==> src/rtl/sram_like_arbiter_pkg.sv <==
// Shared types and helpers for the sram-like arbiter slice.
//   lock_state_e : request-lock FSM states (IDLE / HELD)
//   id_width()   : channel-ID width, never below 1 bit
package sram_like_arbiter_pkg;

  typedef enum logic {
    LOCK_IDLE = 1'b0,
    LOCK_HELD = 1'b1
  } lock_state_e;

  function automatic int unsigned id_width(input int unsigned n);
    return (n <= 2) ? 1 : $clog2(n);
  endfunction

endpackage

==> src/rtl/sram_like_id_fifo.sv <==
// In-order ID FIFO: records which channel issued each accepted request so
// that responses can be routed back in order.
// Ports:
//   clk, resetn : clock, synchronous active-low reset
//   push_i/id_i : enqueue the issuing channel ID
//   pop_i       : dequeue the head entry
//   head_o      : ID at the head (oldest outstanding request)
//   count_o     : number of stored entries (0..DEPTH)
//   full_o      : count_o == DEPTH
// The caller never pushes when full nor pops when empty.
module sram_like_id_fifo #(
  parameter  int unsigned ID_W  = 1,
  parameter  int unsigned DEPTH = 4,
  localparam int unsigned PTR_W = $clog2(DEPTH),
  localparam int unsigned CNT_W = PTR_W + 1
) (
  input  logic             clk,
  input  logic             resetn,
  input  logic             push_i,
  input  logic             pop_i,
  input  logic [ID_W-1:0]  id_i,
  output logic [ID_W-1:0]  head_o,
  output logic [CNT_W-1:0] count_o,
  output logic             full_o
);

  logic [ID_W-1:0]  mem_q [DEPTH];
  logic [PTR_W-1:0] wr_ptr_q, wr_ptr_d;
  logic [PTR_W-1:0] rd_ptr_q, rd_ptr_d;
  logic [CNT_W-1:0] count_q, count_d;

  // DEPTH is a power of two, so pointers wrap by natural overflow.
  always_comb begin
    wr_ptr_d = wr_ptr_q;
    rd_ptr_d = rd_ptr_q;
    count_d  = count_q;
    if (push_i) wr_ptr_d = wr_ptr_q + PTR_W'(1);
    if (pop_i)  rd_ptr_d = rd_ptr_q + PTR_W'(1);
    case ({push_i, pop_i})
      2'b10:   count_d = count_q + CNT_W'(1);
      2'b01:   count_d = count_q - CNT_W'(1);
      default: count_d = count_q;
    endcase
  end

  always_ff @(posedge clk) begin
    if (!resetn) begin
      wr_ptr_q <= '0;
      rd_ptr_q <= '0;
      count_q  <= '0;
    end else begin
      wr_ptr_q <= wr_ptr_d;
      rd_ptr_q <= rd_ptr_d;
      count_q  <= count_d;
    end
  end

  always_ff @(posedge clk) begin
    if (push_i) mem_q[wr_ptr_q] <= id_i;
  end

  assign head_o  = mem_q[rd_ptr_q];
  assign count_o = count_q;
  assign full_o  = (count_q == CNT_W'(DEPTH));

endmodule

==> src/rtl/sram_like_arbiter.sv <==
// N-channel sram-like arbiter: merges NUM_CH sram-like masters onto one
// sram-like slave port and routes in-order responses back to the issuer.
// Ports:
//   clk, resetn                 : clock, synchronous active-low reset
//   m_req/m_wr/m_size/m_wstrb/m_addr/m_wdata : per-channel request fields
//   m_addr_ok, m_data_ok        : one-hot per-channel handshakes
//   m_rdata                     : shared read data (valid with m_data_ok)
//   s_req..s_wdata              : slave request (granted channel's fields)
//   s_addr_ok, s_data_ok, s_rdata : slave handshakes / read data
//   outstanding                 : accepted, unanswered requests
//   err_spurious                : sticky, s_data_ok with nothing outstanding
// Configuration: define SRAM_ARB_RR_EN for round-robin arbitration;
// otherwise fixed priority, lowest channel index wins.
module sram_like_arbiter
  import sram_like_arbiter_pkg::*;
#(
  parameter int unsigned NUM_CH          = 2,
  parameter int unsigned MAX_OUTSTANDING = 4,
  parameter int unsigned ADDR_W          = 32,
  parameter int unsigned DATA_W          = 32
) (
  input  logic                             clk,
  input  logic                             resetn,
  input  logic [NUM_CH-1:0]                m_req,
  input  logic [NUM_CH-1:0]                m_wr,
  input  logic [2*NUM_CH-1:0]              m_size,
  input  logic [NUM_CH*DATA_W/8-1:0]       m_wstrb,
  input  logic [NUM_CH*ADDR_W-1:0]         m_addr,
  input  logic [NUM_CH*DATA_W-1:0]         m_wdata,
  output logic [NUM_CH-1:0]                m_addr_ok,
  output logic [NUM_CH-1:0]                m_data_ok,
  output logic [DATA_W-1:0]                m_rdata,
  output logic                             s_req,
  output logic                             s_wr,
  output logic [1:0]                       s_size,
  output logic [DATA_W/8-1:0]              s_wstrb,
  output logic [ADDR_W-1:0]                s_addr,
  output logic [DATA_W-1:0]                s_wdata,
  input  logic                             s_addr_ok,
  input  logic                             s_data_ok,
  input  logic [DATA_W-1:0]                s_rdata,
  output logic [$clog2(MAX_OUTSTANDING):0] outstanding,
  output logic                             err_spurious
);

  localparam int unsigned ID_W  = id_width(NUM_CH);
  localparam int unsigned CNT_W = $clog2(MAX_OUTSTANDING) + 1;
  localparam int unsigned SW    = DATA_W / 8;

  lock_state_e      state_q, state_d;
  logic [ID_W-1:0]  lock_g_q, lock_g_d;
  logic [ID_W-1:0]  arb_g, g, head;
  logic             fifo_full, hs, pop;
  logic             err_q, err_d;
  logic [CNT_W-1:0] count;
`ifdef SRAM_ARB_RR_EN
  logic [ID_W-1:0]  rr_q, rr_d;
`endif

  // Arbitration: first requesting channel starting from the search origin.
  always_comb begin
    logic        found;
    int unsigned idx;
    arb_g = '0;
    found = 1'b0;
    for (int unsigned off = 0; off < NUM_CH; off++) begin
`ifdef SRAM_ARB_RR_EN
      idx = (int unsigned'(rr_q) + off) % NUM_CH;
`else
      idx = off;
`endif
      if (!found && m_req[idx]) begin
        found = 1'b1;
        arb_g = ID_W'(idx);
      end
    end
  end

  // A stalled request keeps its grant so the slave sees stable fields.
  assign g     = (state_q == LOCK_HELD) ? lock_g_q : arb_g;
  assign s_req = resetn & (|m_req) & ~fifo_full;
  assign hs    = s_req & s_addr_ok;
  assign pop   = s_data_ok & (count != '0);

  always_comb begin
    s_wr    = 1'b0;
    s_size  = '0;
    s_wstrb = '0;
    s_addr  = '0;
    s_wdata = '0;
    for (int unsigned ch = 0; ch < NUM_CH; ch++) begin
      if (g == ID_W'(ch)) begin
        s_wr    = m_wr[ch];
        s_size  = m_size[ch*2 +: 2];
        s_wstrb = m_wstrb[ch*SW +: SW];
        s_addr  = m_addr[ch*ADDR_W +: ADDR_W];
        s_wdata = m_wdata[ch*DATA_W +: DATA_W];
      end
    end
  end

  assign m_addr_ok    = hs  ? (NUM_CH'(1) << g)    : '0;
  assign m_data_ok    = pop ? (NUM_CH'(1) << head) : '0;
  assign m_rdata      = s_rdata;
  assign outstanding  = count;
  assign err_spurious = err_q;

  always_comb begin
    state_d  = state_q;
    lock_g_d = lock_g_q;
    err_d    = err_q | (s_data_ok & (count == '0));
    case (state_q)
      LOCK_IDLE: begin
        if (s_req && !s_addr_ok) begin
          state_d  = LOCK_HELD;
          lock_g_d = g;
        end
      end
      LOCK_HELD: begin
        if (hs) state_d = LOCK_IDLE;
      end
      default: state_d = LOCK_IDLE;
    endcase
  end

`ifdef SRAM_ARB_RR_EN
  always_comb begin
    rr_d = rr_q;
    if (hs) rr_d = (g == ID_W'(NUM_CH - 1)) ? '0 : g + ID_W'(1);
  end
`endif

  always_ff @(posedge clk) begin
    if (!resetn) begin
      state_q  <= LOCK_IDLE;
      lock_g_q <= '0;
      err_q    <= 1'b0;
`ifdef SRAM_ARB_RR_EN
      rr_q     <= '0;
`endif
    end else begin
      state_q  <= state_d;
      lock_g_q <= lock_g_d;
      err_q    <= err_d;
`ifdef SRAM_ARB_RR_EN
      rr_q     <= rr_d;
`endif
    end
  end

  sram_like_id_fifo #(
    .ID_W  (ID_W),
    .DEPTH (MAX_OUTSTANDING)
  ) u_id_fifo (
    .clk     (clk),
    .resetn  (resetn),
    .push_i  (hs),
    .pop_i   (pop),
    .id_i    (g),
    .head_o  (head),
    .count_o (count),
    .full_o  (fifo_full)
  );

endmodule

==> config.mk <==
export PLATFORM = sky130hd
export DESIGN_NAME = sram_like_arbiter
export DESIGN_NICKNAME = d
export VERILOG_FILES = /design/src/rtl/sram_like_arbiter_pkg.sv /design/src/rtl/sram_like_id_fifo.sv /design/src/rtl/sram_like_arbiter.sv
export SDC_FILE = /design/constraint.sdc
export NUM_CORES = 1
export LEC_CHECK = 0
export CAP_MARGIN = 20
export CORE_AREA = 4 4 112 114
export DETAILED_ROUTE_END_ITERATION = 8
export DIE_AREA = 0 0 116 118
export HOLD_SLACK_MARGIN = 0.06
export PLACE_DENSITY = 0.64
export SKIP_CTS_REPAIR_TIMING = 1
export SLEW_MARGIN = 20
export SYNTH_ARGS = -nofsm -noshare
export SYNTH_HDL_FRONTEND = slang
export SYNTH_SLANG_ARGS = --single-unit
==> constraint.sdc <==
create_clock -name clk -period 2.1 [get_ports clk]
set_input_delay 0.315 -clock clk [delete_from_list [all_inputs] [get_ports clk]]
set_output_delay 0.315 -clock clk [all_outputs]
set_load 0.01 [all_outputs]
Word-level counts from Yosys, hierarchy flattened
Memory sizes are Yosys's and may differ from the RTL's. A register that Yosys moved wholly into a read port is not among the register bits. Index checks and enable logic that the tools add are counted.

Bits in writable memories: 4. Word-level logic and storage cells: 51. Bits of input ports: 180. Memories: 1. Output and inout bits: 112. Register bits: 10.

Memories: u_id_fifo.mem_q (depth 4, bits a word 1, read ports 1, clocked after Yosys merged registers in 1, wr ports 1, line sram_like_id_fifo.sv:27) `logic [ID_W-1:0] mem_q [DEPTH];`.

Equality and inequality tests: 3. Reduce and logical (&&, ||, !) cells: 9. Muxes and demuxes: 18. Shift operators: 2. Add/subtract/negate cells: 4. Bitwise logic cells: 8.

Operators by type and width (number): $mux 32 (2); $mux 2 (5); $mux 1 (8); $pmux 3 s2 (1); $and 1x1->1 (5); $add 2x1->2 const B (2); $mux 4 (1); $shl 1x1->2 const A (2); $add 3x1->3 const B (1); $eq 3x3->1 const B (1); $logic_not 3->1 (1); $reduce_bool 3->1 (1); $sub 3x1->3 const B (1); $eq 2x1->1 const B (1); $eq 2x2->1 const B (1); $logic_and 1x1->1 (2); $logic_not 1->1 (2); $not 1->1 (2); $pmux 1 s2 (1); $reduce_and 2->1 (1); $reduce_bool 2->1 (1); $reduce_or 2->1 (1); $or 1x1->1 (1).

Depth between registers and ports, before layout
Gate-level depths: netlist of the first run.

Depth after elaboration: 7. Mapped depth: 10. Depth with buffers taken out: 9.

Modules after synthesis
A second synthesis of the first run with hierarchy kept.

Cells, all modules: 181. Area total of the unflattened synthesis: 2153.3 um^2.

Modules (own cells, without submodules): sram_like_arbiter (cells each 135, times used 1, seq. area each 60.1 um^2, area an instance 1574.0 um^2); sram_like_id_fifo (cells each 46, times used 1, seq. area each 300.3 um^2, area an instance 579.3 um^2).

Least setup slack after synthesis of the first run
OpenSTA, ideal clock, no wires.

Path kind: flip-flop to flip-flop. From: register u_id_fifo.count_q[2] (netlist: u_id_fifo.count_o[2]). To: register u_id_fifo.count_q[2] (netlist: u_id_fifo.count_o[2]). Setup time: 0.073 ns. Path slack: -0.298 ns. Period minus slack after synthesis: 2.398 ns. Buffers on the path: 1. Stages on the path, launching flop included: 11. Required time: 2.027 ns. Data arrival time: 2.325 ns. Path through: dfxtp_1 -> or3b_1 -> and3_1 -> buf_6 -> clkinv_2 -> ha_1 -> inv_1 -> fa_1 -> xor2_1 -> or3_1 -> a21oi_1.

Longest elaborated chain between the ends: 6. Elaborated cells between the ends (all ways): 12. Classes of those cells: add/sub: 2; eq/ne: 3; mux: 1; bitwise: 4; reduce/logical: 2.

RTL lines: start: declaration (line sram_like_id_fifo.sv:30) `logic [CNT_W-1:0] count_q, count_d;`; start signal: assignment (line sram_like_id_fifo.sv:54) `count_q <= count_d;`; $eq 3x3->1 (line sram_like_id_fifo.sv:64) `assign full_o = (count_q == CNT_W'(DEPTH));`; $not 1->1 (line sram_like_arbiter.sv:81) `assign s_req = resetn & (|m_req) & ~fifo_full;`; $and 1x1->1 (line sram_like_arbiter.sv:81); $and 1x1->1 (line sram_like_arbiter.sv:82) `assign hs = s_req & s_addr_ok;`; $eq 2x1->1 or $eq 2x2->1 (tied branches) (line sram_like_id_fifo.sv:39) `case ({push_i, pop_i})`; $pmux 3 s2 or $reduce_bool 2->1 (tied branches).

Parallel ways exist; a longest one is shown, timed or not. A chain may end at the register's enable or synchronous reset.

Worst setup path in the final report of the first run
From: register u_id_fifo.count_q[1] (netlist: u_id_fifo.count_o[1]). To: register u_id_fifo.count_q[2] (netlist: u_id_fifo.count_o[2]).

The elaborated chain is that of the path after synthesis.

==> results of run 1 <==
report_power, final:
group	switching, W	leakage, nW	internal, W	total [W]
registers	0.0000311	0.137	0.000379	0.000410
clock network	0.000115	0.0385	0.000252	0.000367
logic	0.000488	2.17	0.000828	0.00132
total	0.000634	2.35	0.00146	0.00209
critical path, stage by stage, from the launching register on:
cell and delay [ns]:
dfxtp_4 0.33, or3b_4 0.40, and3_4 0.18, clkinv_4 0.06, ha_4 0.12, inv_1 0.04
fa_2 0.32, xor2_1 0.16, or3_1 0.32, a21oi_2 0.13
path summary, 6_finish.rpt:
kind / start / to / slack [ns]
setup / recovery: u_id_fifo.count_o[1] / u_id_fifo.count_o[2] / -0.06
hold / removal: m_req[1] / lock_g_q / 0.43
setup reg to reg: u_id_fifo.count_o[1] / u_id_fifo.count_o[2] / -0.06
hold reg to reg: lock_g_q / lock_g_q / 0.46
routing by layer:
layer / up-vias / part of all wire (%)
li1: 1069 / -
met1: 1032 / 39
met2: 140 / 51
met3: 8 / 8.8
met4: 0 / 0.85
met5: - / 0
stage by stage:
step / instance area [µm²] / instances / TNS (ns) / hold WS [ns]
after floorplan: 1906 / 188 / -0.09822 / 0.4350
after global placement: 4229 / 536 / -35.49 / 0.4515
after detailed placement: 4229 / 536 / -35.48 / 0.4534
after CTS: 4308 / 540 / -35.72 / 0.4605
after global routing: 4676 / 551 / -0.1226 / 0.4328
final: 4676 / 551 / -0.05952 / 0.4291
final cells by class:
class,instances,area (µm²),share of cell area [%]
clock buffers,3,75.07,1.606
clock inverters,1,3.754,0.08028
inverters,8,35.03,0.7493
multi-input cells,123,1249,26.71
flip-flops and latches,16,370.4,7.921
well taps,143,178.9,3.827
repair buffers,257,2764,59.11
cell usage in the layout, fill, tap and decap left out, types with 5 or more instances in the layout:
| master | count |
|---|---|
| mux2_4 | 5 |
| inv_1 | 6 |
| and2_1 | 5 |
| dlymetal6s2s_1 | 67 |
| clkbuf_2 | 8 |
| mux2_2 | 66 |
| dfxtp_1 | 8 |
| clkbuf_16 | 7 |
| clkdlybuf4s50_1 | 152 |
| nor2_1 | 10 |
| buf_4 | 18 |
kinds of logic (layout without fill, tap and decap cells):
logic type	count (synthesis)	after routing	share of synthesized area, %
flops	16	16	19.19
xor+xnor	4	4	1.865
simple gates	28	28	7.929
compound gates	11	11	3.798
fa+ha+maj	6	6	4.397
mux	74	74	44.84
buf+inv	49	269	17.99
==> flow_metrics.py, run 1 <==
metrics = {
    "run_status": {
        "run_status": "finished with violations",
        "violations": "setup timing",
    },
    "cells_and_area": {
        "fill_cells": 1136,
        "area_growth_pct": 149.0,
        "final_core_util_pct": 40.95,
        "n_antenna_cell": 0,
        "drive_gt1_share_pct": 31.37,
        "fin_nets": 595,
    },
    "global_routing": {
        "grt_max_degree": 42,
        "grt_pass1_wl_um": 14520,
        "grt.total_usage_pct": 13.95,
        "use_met3_pct": 5.347,
        "antenna_found_initial": 0,
        "grt_use_met2_pct": 24.42,
        "grt_use_met1_pct": 16.33,
        "grt_pass1_vias": 2401,
        "grt-busiest-layer": "met2",
        "overflow": 0,
    },
    "worst_setup_path": {
        "endpoint_kind": "flip-flop",
        "worst-setup-path-type": "reg -> reg",
        "cp_max_fo": 3,
        "crit_required_ns": 2.26,
        "reg2reg_depth": 9,
        "cp-start-kind": "flip-flop",
        "arrival_ns": 2.32,
    },
    "power": {
        "power_density_mw_per_mm2": 447.7,
        "leakage_nw": 2.346,
        "peakVddDrop_uv": 325.4,
        "total_power_w": 0.002093,
    },
    "synth": {
        "syn_area_mm2": 0.001878,
        "synth_top_cell_area_share_pct": 42.57,
        "yosysMostFrequentCell": "mux2_2",
        "ys_warn_count": 0,
        "synthArstFlopShare_pct": 0,
        "yosysSeqAreaShare_pct": 19.19,
        "syn-instance-count": 188,
        "syn-num-nets": 374,
        "ys_ff_latch": 16,
        "synth_top_area_cell": "mux2_2",
        "synth_area_leaders": "mux2_2 43%, buf_4 15%, dfxtp_1 13%",
        "yosys-top-cells-count": "71 x mux2_2, 38 x buf_4, 12 x dfxtp_1, 10 x nor2_1, 6 x inv_1",
        "synth.avg_cell_area_um2": 9.990,
        "synth-edff-count": 4,
        "ys.flop_type": "dfxtp_1",
        "ys_types": 34,
    },
    "floorplanning": {
        "initial_utilization_pct": 16.45,
        "fp.dieH_um": 118,
        "core_mm2": 0.01142,
        "io_pins": 292,
        "die_w_um": 116,
        "fp-row-count": 39,
        "die_area_mm2": 0.01369,
    },
    "sta": {
        "drv_slew": 0,
        "max_freq_mhz": 463.1,
        "rsz0062_at_grt": "yes",
        "finalHoldViolations": 0,
        "relSlewSlack_pct": 73.67,
        "clock-skew-final_ns": 0.001875,
        "period_needed_ns": 2.160,
        "worst_pin_slew_ns": 0.3901,
        "fin_ws_ns": -0.05952,
        "finalSetupViolCount": 1,
        "min_period_over_period_pct": 102.8,
    },
    "routing": {
        "drtAntennaViolNets": 0,
        "drt-total-wl_um": 11250,
        "drc": 0,
        "vias": 2249,
        "drt_iter0_markers": 16,
        "vias_per_cell": 4.082,
        "wl_per_cell_um": 20.42,
        "drtPass1Iterations": 4,
    },
    "placement": {
        "numPortBuffers": 227,
        "dp_hpwl_um": 9169,
        "gp_congestion": 0.7789,
        "post-place-ws_ns": -0.5307,
    },
    "cts": {
        "cts_max_level": 1,
        "clockBufferDepth": 2,
        "clkTransAtPathRegs_ns": 0.05,
        "cts_made_buffers": 3,
        "cts_root_buf": "clkbuf_16",
        "cts_tree": "done",
        "clkSinkCount": 16,
        "clock_latency_ns": 0.24,
    },
    "worst_hold_path": {
        "whs_path_depth": 3,
        "hp-class": "in -> reg",
    },
    "run": {
        "maxCapViolations": 0,
    },
}
Power figures use the tool's default switching activity.
==> inputs of run 2 (changes only) <==
DONT_BUFFER_PORTS = 1   (was unset)
PLACE_DENSITY = 0.3   (was 0.64)
==> run 2 against run 1 <==
Compared with the run above:
- largest power group unchanged
- utilization is 24 points lower
- clock-buffer cell count unchanged
- design area is 58% lower
- highest routed layer unchanged
- maximum frequency grew 3.2%
- sequential share of layout area increased by 11 points
- clock skew is essentially flat
- global-route usage is 5.1 points lower
- sequential power increased by 1%
- sequential cell count did not move
- critical path type unchanged
- hold slack worse by 0.21 ns
- the run now ends clean
==> flow_metrics.py, run 2 (synthesis results as in run 1) <==
metrics = {
    "routing": {
        "drc": 0,
        "drt_iter0_markers": 41,
        "drt-total-wl_um": 6825,
        "vias_per_cell": 4.243,
        "wl_per_cell_um": 22.38,
        "drtAntennaViolNets": 0,
        "drtPass1Iterations": 4,
        "vias": 1294,
    },
    "sta": {
        "min_period_over_period_pct": 99.61,
        "worst_pin_slew_ns": 0.4194,
        "relSlewSlack_pct": 71.69,
        "period_needed_ns": 2.092,
        "finalSetupViolCount": 0,
        "max_freq_mhz": 478.1,
        "fin_setup_tns_ns": 0,
        "clock-skew-final_ns": 0.001658,
        "finalHoldViolations": 0,
        "rsz0062_at_grt": "yes",
        "fin_ws_ns": 0.008213,
        "drv_slew": 0,
    },
    "worst_setup_path": {
        "timing.rr.start": "u_id_fifo.count_o[1]",
        "cp_max_fo": 2,
        "cp-start-kind": "flip-flop",
        "endpoint_kind": "flip-flop",
        "worst_r2r_endpoint": "u_id_fifo.count_o[2]",
        "worst-setup-path-type": "reg -> reg",
        "crit_buf_inv": 2,
        "r2r_setup_slack_ns": 0.008,
        "slowest_delay_ns": 0.39,
        "crit_chain": "or3b_4, and3_4, clkinv_4, ha_4, inv_1, fa_2, xor2_1, or3_1, a21oi_2",
        "reg2reg_depth": 9,
        "crit_required_ns": 2.27,
        "crit_family": "simple AND/OR/NAND/NOR gates",
        "critPathSlowestCell": "or3b_4",
        "arrival_ns": 2.26,
    },
    "run": {
        "maxCapViolations": 0,
    },
    "global_routing": {
        "grt.total_usage_pct": 8.896,
        "grt_pass1_wl_um": 9315,
        "grt_max_degree": 43,
        "overflow": 0,
        "grt_pass1_vias": 1383,
        "antenna_found_initial": 0,
    },
    "cells_and_area": {
        "fin_nets": 348,
        "finalNonFillerCells": 305,
        "final_core_util_pct": 17.36,
        "drive_gt1_share_pct": 60.25,
        "area_growth_pct": 5.530,
        "layout_common_cells": "71 x mux2_2, 10 x nor2_1, 9 x dfxtp_1",
        "final_cell_area_mm2": 0.001982,
        "final_common_cell": "mux2_2",
    },
    "power": {
        "leakage_nw": 0.6723,
        "p_switching_w": 0.0005147,
        "power_density_mw_per_mm2": 735.3,
        "peakVddDrop_uv": 309.9,
        "seqPwrFrac_pct": 28.5,
        "p_comb_share_pct": 46.3,
        "intPower_w": 0.0009426,
        "power_frac_clock_pct": 25.3,
        "swShare_pct": 35.32,
    },
    "placement": {
        "dp_hpwl_um": 6050,
        "gp_congestion": 0.7407,
        "place_inst": 300,
        "dpl_cell_area_mm2": 0.001889,
        "numPortBuffers": 0,
        "post-place-ws_ns": -0.02847,
    },
    "floorplanning": {
        "io_pins": 292,
        "core_mm2": 0.01142,
        "die_area_mm2": 0.01369,
        "fp-row-count": 39,
        "initial_utilization_pct": 16.45,
        "die_w_um": 116,
        "fp.dieH_um": 118,
    },
    "worst_hold_path": {
        "hp-class": "in -> reg",
        "whs_path_depth": 2,
        "min_to": "err_spurious",
        "worst_hold_startpoint": "s_data_ok",
    },
    "cts": {
        "clock_latency_ns": 0.24,
        "cts_root_buf": "clkbuf_16",
        "cts_made_buffers": 3,
        "cts_max_level": 1,
        "cts_tree": "done",
        "clockBufferDepth": 2,
        "clkSinkCount": 16,
        "clkTransAtPathRegs_ns": 0.05,
    },
    "run_status": {
        "run_status": "finished, final reports clean",
    },
}
==> run 2: cell count changes in the layout (fill, tap and decap cells not counted), moves of 2 or more <==
cell	before	now
buf_12	4	2
clkdlybuf4s50_1	152	0
buf_4	18	8
buf_6	3	0
mux2_2	66	71
mux2_4	5	0
dlymetal6s2s_1	67	0
clkbuf_2	8	0
clkbuf_16	7	3
==> run 2: power by group through the flow <==
stage                     registers [W]  clock network [W]  logic [W]
after floorplan                0.000441                  0   0.000552
after global placement         0.000423                  0   0.000688
after detailed placement       0.000421                  0   0.000680
after CTS                      0.000415           0.000384   0.000685
after global routing           0.000423           0.000397   0.000737
final                          0.000415           0.000368   0.000674
==> run 2: through the flow <==
| stage | hold WS [ns] | power (W) |
|---|---|---|
| floorplan | 0.4350 | 0.0009922 |
| detailed placement | 0.4515 | 0.001100 |
| finish | 0.2183 | 0.001457 |
| CTS | 0.2156 | 0.001484 |
| global placement | 0.4468 | 0.001110 |
| global route | 0.2197 | 0.001558 |
==> run 2: metal layers <==
metal	vias up	wire length (µm)	global-route usage, %
li1	574	-	-
met5	-	0	0
met3	2	623	3.136
met4	0	34	1.523
met1	588	2626	10.77
met2	130	3540	15.22
==> run 2: how the worst max path moves through the flow <==
stage	startpoint	depth (start not counted)	end
floorplan	u_id_fifo.count_o[1]	10	u_id_fifo.count_o[2]
global placement	u_id_fifo.count_o[1]	9	u_id_fifo.count_o[2]
detailed placement	u_id_fifo.count_o[1]	9	u_id_fifo.count_o[2]
CTS	u_id_fifo.count_o[1]	9	u_id_fifo.count_o[2]
global route	u_id_fifo.count_o[1]	9	u_id_fifo.count_o[2]
finish	u_id_fifo.count_o[1]	9	u_id_fifo.count_o[2]
==> run 2: final cells by class <==
class	instances	area [µm²]
inverter	8	35.03
timing repair buffer	10	100.1
clock buffer	3	75.07
antenna	1	2.502
fill	1315	9437
sequential	16	369.1
clock inverter	1	3.754
multi-input combinational	123	1217
tap	143	178.9
